[src/rtl/fetch_ctrl.sv]
// fetch_ctrl: instruction-fetch sequencer for the 16-bit-word flash program store.
// Owns the program counter, drives the flash read address and hands fetched
// instruction words to the decoder through a valid/ready slot.
// Optional feature macro: FC_LONG_INST_EN enables two-word AVR instructions
// (LDS/STS/JMP/CALL), which are assembled into one slot via the FETCH2 state.
// With the macro undefined every word is single-word; inst_long/inst_ext stay 0.
module fetch_ctrl #(
    parameter int unsigned size_inst = 16,
    parameter int unsigned size_fm   = 8,
    parameter int unsigned RST_VEC   = 0
) (
    input  logic                 clk_fc,
    input  logic                 rst_fc,
    input  logic                 en_fc,
    output logic [size_fm-1:0]   fm_addr,
    output logic                 fm_en,
    input  logic [size_inst-1:0] fm_data,
    input  logic                 br_req,
    input  logic [size_fm-1:0]   br_target,
    output logic                 inst_valid,
    input  logic                 inst_ready,
    output logic [size_inst-1:0] inst_word,
    output logic [size_inst-1:0] inst_ext,
    output logic                 inst_long,
    output logic [size_fm-1:0]   inst_pc
);

    localparam logic [size_fm-1:0] RST_PC = RST_VEC[size_fm-1:0];
    localparam logic [size_fm-1:0] PC_ONE = {{(size_fm-1){1'b0}}, 1'b1};

    typedef enum logic [1:0] {
        BOOT   = 2'd0,
        FETCH  = 2'd1,
        FETCH2 = 2'd2
    } state_t;

    state_t               state_reg, state_next;
    logic [size_fm-1:0]   pc_reg, pc_next;
    logic                 valid_reg, valid_next;
    logic                 long_reg, long_next;
    logic [size_inst-1:0] word_reg, word_next;
    logic [size_inst-1:0] ext_reg, ext_next;
    logic [size_fm-1:0]   ipc_reg, ipc_next;

    logic free;
    logic is_long;

    // The slot can take a new word when empty or when it is being consumed now.
    assign free = !valid_reg || inst_ready;

`ifdef FC_LONG_INST_EN
    // LDS/STS and JMP/CALL carry a second word (address/immediate).
    assign is_long = ((fm_data & 16'hFC0F) == 16'h9000) ||
                     ((fm_data & 16'hFE0C) == 16'h940C);
`else
    assign is_long = 1'b0;
`endif

    assign fm_addr    = pc_reg;
    // The flash must be enabled during BOOT so it loads its image.
    assign fm_en      = (state_reg == BOOT) ? 1'b1 : en_fc;
    assign inst_valid = valid_reg;
    assign inst_long  = long_reg;
    assign inst_word  = word_reg;
    assign inst_ext   = ext_reg;
    assign inst_pc    = ipc_reg;

    // State register and slot registers; asynchronous reset clears everything.
    always_ff @(posedge clk_fc or posedge rst_fc) begin
        if (rst_fc) begin
            state_reg <= BOOT;
            pc_reg    <= RST_PC;
            valid_reg <= 1'b0;
            long_reg  <= 1'b0;
            word_reg  <= '0;
            ext_reg   <= '0;
            ipc_reg   <= '0;
        end else begin
            state_reg <= state_next;
            pc_reg    <= pc_next;
            valid_reg <= valid_next;
            long_reg  <= long_next;
            word_reg  <= word_next;
            ext_reg   <= ext_next;
            ipc_reg   <= ipc_next;
        end
    end

    // Next-state logic: enable freezes all, branch wins, else walk the FSM.
    always_comb begin
        state_next = state_reg;
        pc_next    = pc_reg;
        valid_next = valid_reg;
        long_next  = long_reg;
        word_next  = word_reg;
        ext_next   = ext_reg;
        ipc_next   = ipc_reg;
        if (en_fc) begin
            if (br_req) begin
                // Redirect: drop the slot and any half-assembled long word.
                pc_next    = br_target;
                state_next = FETCH;
                valid_next = 1'b0;
                long_next  = 1'b0;
            end else begin
                case (state_reg)
                    BOOT: begin
                        // Flash output is not trustworthy until after this edge.
                        state_next = FETCH;
                    end
                    FETCH: begin
                        if (free) begin
                            word_next = fm_data;
                            ipc_next  = pc_reg;
                            pc_next   = pc_reg + PC_ONE;
                            long_next = 1'b0;
                            ext_next  = '0;
                            if (is_long) begin
                                valid_next = 1'b0;
                                state_next = FETCH2;
                            end else begin
                                valid_next = 1'b1;
                            end
                        end
                    end
                    FETCH2: begin
                        // Slot is empty here, so the second word always lands.
                        ext_next   = fm_data;
                        long_next  = 1'b1;
                        valid_next = 1'b1;
                        pc_next    = pc_reg + PC_ONE;
                        state_next = FETCH;
                    end
                    default: begin
                        state_next = BOOT;
                    end
                endcase
            end
        end
    end

endmodule

[config.mk]
export PLATFORM = sky130hd
export DESIGN_NAME = fetch_ctrl
export DESIGN_NICKNAME = d
export VERILOG_FILES = /design/src/rtl/fetch_ctrl.sv
export SDC_FILE = /design/constraint.sdc
export NUM_CORES = 1
export LEC_CHECK = 0
export CORE_MARGIN = 1
export CORE_UTILIZATION = 40
export DETAILED_ROUTE_END_ITERATION = 6
export DONT_BUFFER_PORTS = 1
export GPL_ROUTABILITY_DRIVEN = 0
export PLACE_DENSITY_LB_ADDON = 0.15
export SKIP_LAST_GASP = 1
export SLEW_MARGIN = 20
export SYNTH_ARGS = -nofsm -noshare
export SYNTH_HDL_FRONTEND = slang
export SYNTH_SLANG_ARGS = --single-unit
[constraint.sdc]
create_clock -name clk_fc -period 4.6 [get_ports clk_fc]
set_input_delay 0.92 -clock clk_fc [delete_from_list [all_inputs] [get_ports clk_fc]]
set_output_delay 0.92 -clock clk_fc [all_outputs]
set_load 0.01 [all_outputs]
Word-level counts from Yosys, hierarchy flattened
Cells that the tools add are included.
{ "word_totals": {"register_bits": 52, "word_cells": 38, "input_bits": 29} }
{ "op_classes": {"addsub": 1, "n_mux": 14, "n_eq_ne": 5, "bitwise": 1, "n_reduce_logical": 10} }
{ "op_table": {"columns": ["op", "n"], "rows": [
  ["$pmux W16 S2", 1],
  ["$mux W16", 1],
  ["$mux W8", 2],
  ["$pmux W8 S2", 1],
  ["$add A8 B1 Y8 const B", 1],
  ["$reduce_and A4 Y1", 2],
  ["$mux W1", 5],
  ["$ne A2 B2 Y1 const B", 2],
  ["$pmux W1 S2", 2],
  ["$pmux W2 S2", 1],
  ["$ne A3 B3 Y1 const B", 1],
  ["$reduce_and A3 Y1", 1],
  ["$reduce_bool A3 Y1", 1],
  ["$eq A2 B1 Y1 const B", 1],
  ["$eq A2 B2 Y1 const B", 1],
  ["$logic_not A2 Y1", 1],
  ["$mux W2", 1],
  ["$reduce_and A2 Y1", 1],
  ["$reduce_bool A2 Y1", 1],
  ["$reduce_or A2 Y1", 1],
  ["$logic_not A1 Y1", 1],
  ["$logic_or A1 B1 Y1", 1],
  ["$not A1 Y1", 1]
]} }

Longest topological paths before layout
{ "logic_depth": {"ltp_word": 5, "depth_mapped": 6, "ltp_nobuf": 5} }

Least setup slack after synthesis
Ideal clock, no wire load.
{ "synth_timing": {"path_kind": "input-to-reg", "from": "in inst_ready", "to": "reg ipc_reg[0] (netlist: inst_pc[0])", "arrival_ns": 1.880, "t_required_ns": 4.475, "slack_ns": 2.595, "stages": 5, "setup_ns": 0.125, "n_path_buf": 2, "cell_sequence": "nor2b_1 -> or3_1 -> buf_6 -> buf_6 -> mux2_4"} }
{ "synth_between": {"elab_chain_cells": 2} }
{ "synth_lines": {"columns": ["item", "line", "rtl"], "rows": [
  ["start: declaration", "21", "input logic inst_ready,"],
  ["$logic_or A1 B1 Y1", "49", "assign free = !valid_reg || inst_ready;"],
  ["$reduce_and A4 Y1 (no source line)", null, null],
  ["end signal: assignment", "85", "ipc_reg <= ipc_next;"],
  ["end: declaration", "43", "logic [size_fm-1:0] ipc_reg, ipc_next;"]
]} }
No other way between the ends.
A chain may end at the register's enable or synchronous reset.

Worst setup path in the final report
{ "layout_timing": {"from": "in en_fc", "to": "out fm_en"} }
{ "layout_between": {"elab_chain_cells": 1} }
{ "layout_lines": {"columns": ["item", "line", "rtl"], "rows": [
  ["start: declaration", "14", "input logic en_fc,"],
  ["$mux W1", "61", "assign fm_en = (state_reg == BOOT) ? 1'b1 : en_fc;"],
  ["end: declaration", "16", "output logic fm_en,"]
]} }
No other way between the ends.

==> reports/metrics.json <==
{
  "yosysSeqAreaShare": {"value": 0.503},
  "synthesis.yosys.warnings": {"value": 0},
  "final.setup_skew": {"value": 0.00495, "unit": "ns"},
  "fraction_of_layout_cells_with_a_size_suffix_above_1": {"value": 0.243},
  "post_synth.cell_area_avg": {"value": 12.3, "unit": "sq um"},
  "wire_per_inst": {"value": 16.9, "unit": "microns"},
  "cts-resized-gates": {"value": 0},
  "area_of_all_placed_cells_without_fillers": {"value": 0.00173, "unit": "sq mm"},
  "area_of_all_sequential_standard_cells": {"value": 851, "unit": "sq um"},
  "leakage": {"value": 0.816, "unit": "nW"},
  "diodes": {"value": 0},
  "number_of_routed_nets_with_antenna_violations": {"value": 0},
  "cp-start-kind": {"value": "primary input"},
  "peakVddDrop": {"value": 0.000155, "unit": "V"},
  "synthSimpleGateAreaFrac": {"value": 0.0784},
  "cellPowerDensity": {"value": 472, "unit": "mW/mm^2"},
  "crit_path_end_kind": {"value": "primary output"},
  "grt_start_max_net_pins": {"value": 27},
  "cts_htree_levels": {"value": 2},
  "reg2reg_depth": {"value": 4},
  "grtUsageMet3": {"value": 0.0651},
  "synthXorXnorAreaFrac": {"value": 0},
  "grtUsageMet2": {"value": 0.239},
  "synth_top_family_by_area": {"value": "multiplexers"},
  "max-cap-violations": {"value": 0},
  "grt-ovfl-total": {"value": 0},
  "clock_latency_on_the_worst_skew_pair": {"value": 0.28, "unit": "ns"},
  "gr-usage-all-layers": {"value": 0.149},
  "multi_input_comb_area": {"value": 706, "unit": "sq um"},
  "io_pins": {"value": 80},
  "rsz_0062_raised_after_global_routing": {"value": "false"},
  "wirelength": {"value": 3.21, "unit": "mm"},
  "tritoncts": {"value": "yes"},
  "layout.filler_cells": {"value": 402},
  "hpwl": {"value": 2.25, "unit": "mm"},
  "setup_viol": {"value": 0},
  "cpPeakStageDelay": {"value": 0.16, "unit": "ns"},
  "report.final.hold_viol_count": {"value": 0},
  "clock_tree.buffer_depth": {"value": 2},
  "clk_root_buffer_cell": {"value": "clkbuf_8"},
  "finalWorstSetupSlack": {"value": 2.60, "unit": "ns"},
  "worst-setup-path-type": {"value": "in2out"},
  "drt_pass1_iterations": {"value": 7},
  "critical_path.top_delay_family": {"value": "simple AND/OR/NAND/NOR gates"},
  "hp-class": {"value": "in2async"},
  "grt_util_met1": {"value": 0.169},
  "post_synth_instance_area": {"value": 0.00169, "unit": "sq mm"},
  "floorplan.rows": {"value": 23},
  "post_dp_cell_area": {"value": 0.00165, "unit": "sq mm"},
  "fmax": {"value": 499, "unit": "MHz"},
  "quantity_of_i_o_buffers_inserted_on_ports": {"value": 0},
  "areaGrowthSynthToFinish": {"value": 2.22, "unit": "%"},
  "crit_fanout": {"value": 7},
  "result_of_the_run": {"value": "complete, no violations"},
  "synth.area.mux_share": {"value": 0.203},
  "remaining_drc_errors": {"value": 0},
  "drt-initial-drc-count": {"value": 48},
  "floorplan.die_area": {"value": 0.00449, "unit": "sq mm"},
  "design.core.area": {"value": 0.00403, "unit": "sq mm"},
  "nNetsFinal": {"value": 170},
  "postCtsHoldBufs": {"value": 0},
  "synth_adder_area_share": {"value": 0.00740},
  "crit_required": {"value": 3.68, "unit": "ns"},
  "register_clock_pin_slew_on_the_reported_worst_setup_and_hold_paths": {"value": 0.07, "unit": "ns"},
  "post_cts_buffers": {"value": 0},
  "initial_core_utilization": {"value": 0.420},
  "cp_num_cells": {"value": 1},
  "number_of_antenna_violations_at_the_first_check_in_global_routing": {"value": 0},
  "crit_chain": {"value": "nand2b_1"},
  "largest_register_ff_count": {"value": 16},
  "compound_gate_fraction_of_synth_area": {"value": 0.0910},
  "vias_per_cell": {"value": 5.35},
  "dr_total_vias": {"value": 1016},
  "pre_cts_ws": {"value": 2.48, "unit": "ns"},
  "die_height": {"value": 67.0, "unit": "microns"},
  "grt_pass1_vias": {"value": 957},
  "synth_cells": {"value": 137},
  "die_width": {"value": 67.0, "unit": "microns"},
  "synth_cell_type_count": {"value": 33},
  "cpMaxStageDelayCell": {"value": "nand2b_1"},
  "finalCritPeriodShare": {"value": 0.435},
  "final.setup.tns": {"value": 0, "unit": "ns"},
  "global_route_wire_length_before_repair": {"value": 4.73, "unit": "mm"},
  "finalMaxSlewViolations": {"value": 0},
  "worstPathBufferInverterCount": {"value": 0},
  "cts_buffer_count": {"value": 5},
  "grt.busiest_layer": {"value": "met2"},
  "min_period": {"value": 2.00, "unit": "ns"},
  "cts.sinks": {"value": 34},
  "cp.arrival": {"value": 1.08, "unit": "ns"},
  "synth-seq-cells": {"value": 34}
}
==> cell usage in the layout, fill, tap and decap left out, types with 3 or more instances in the layout <==
master,count
dfrtp_1,34
mux2_4,17
conb_1,17
a21oi_1,7
nand2_1,6
mux2_2,6
o21ai_0,5
nand2b_1,5
clkbuf_8,5
nand3_1,4
nor2_1,4
inv_1,3
o31ai_1,3
buf_4,3
==> through the flow <==
stage                     total power, mW  utilization  hold slack [ns]  cells
after floorplan                     0.597            -            0.509    153
after global placement              0.612        0.410            0.540    183
after detailed placement            0.619        0.410            0.550    183
after CTS                           0.826        0.429            0.529    190
after global routing                0.868        0.429            0.542    190
final                               0.817        0.429            0.515    190
==> cell type report <==
| type | count | share of cell area |
|---|---|---|
| Multi-Input combinational cell | 93 | 0.408 |
| Tap cell | 50 | 0.0362 |
| Clock buffer | 7 | 0.0441 |
| Timing Repair Buffer | 3 | 0.0130 |
| Inverter | 3 | 0.00651 |
| Sequential cell | 34 | 0.492 |
==> logic make-up after synthesis <==
kind of cell / after synthesis
buffers and inverters: 26
AND/OR/NAND/NOR: 26
flip-flops: 34
adder cells (fa/ha/maj): 1
other: 1
AO/OA/AOI/OAI: 24
multiplexers: 25
==> final timing paths <==
path | startpoint | end | slack [ns]
min | rst_fc | inst_word[6] | 0.52
min in group clk_fc | inst_pc[3] | inst_pc[3] | 0.56
max | en_fc | fm_en | 2.60
max reg2reg | inst_valid | inst_word[2] | 2.88
max in group asynchronous | rst_fc | inst_pc[1] | 3.41
min reg2reg | inst_pc[3] | inst_pc[3] | 0.56
==> power by group <==
group / leakage, nW / total (mW) / internal [mW] / switching (mW)
sequential: 0.395 / 0.466 / 0.368 / 0.0979
clock: 0.0383 / 0.204 / 0.104 / 0.100
combinational: 0.382 / 0.146 / 0.0874 / 0.0589
total: 0.816 / 0.817 / 0.560 / 0.257
==> synthesized netlist by cell type <==
master / n / share of area
dfrtp_1: 34 / 0.50
buf_2: 2 / 0.0059
inv_1: 3 / 0.0067
o21ai_0: 5 / 0.015
buf_4: 17 / 0.075
nand3_1: 4 / 0.012
buf_12: 1 / 0.012
nand4_1: 1 / 0.0037
a31o_2: 1 / 0.0052
o22ai_1: 1 / 0.0037
o31ai_1: 3 / 0.013
ha_1: 1 / 0.0074
nor2b_1: 1 / 0.0037
o41ai_1: 1 / 0.0052
and3_1: 1 / 0.0037
a311oi_1: 2 / 0.010
nand2_1: 6 / 0.013
a31oi_1: 1 / 0.0037
or2_2: 2 / 0.0074
clkbuf_1: 1 / 0.0022
a22o_1: 1 / 0.0052
nor2_1: 4 / 0.0089
a21oi_1: 7 / 0.021
mux2_2: 6 / 0.040
mux2_4: 17 / 0.15
nor4_1: 1 / 0.0037
conb_1: 1 / 0.0022
o21bai_1: 1 / 0.0044
buf_6: 2 / 0.013
mux2i_1: 2 / 0.012
nand2b_1: 5 / 0.018
a22oi_1: 1 / 0.0044
or3_1: 1 / 0.0037
==> routing by layer <==
layer  part of all wire  vias up
li1                   -      452
met1               0.42      505
met2               0.47       54
met3              0.094        5
met4              0.013        0
met5                  0        -
(Power assumes the default switching activity.)
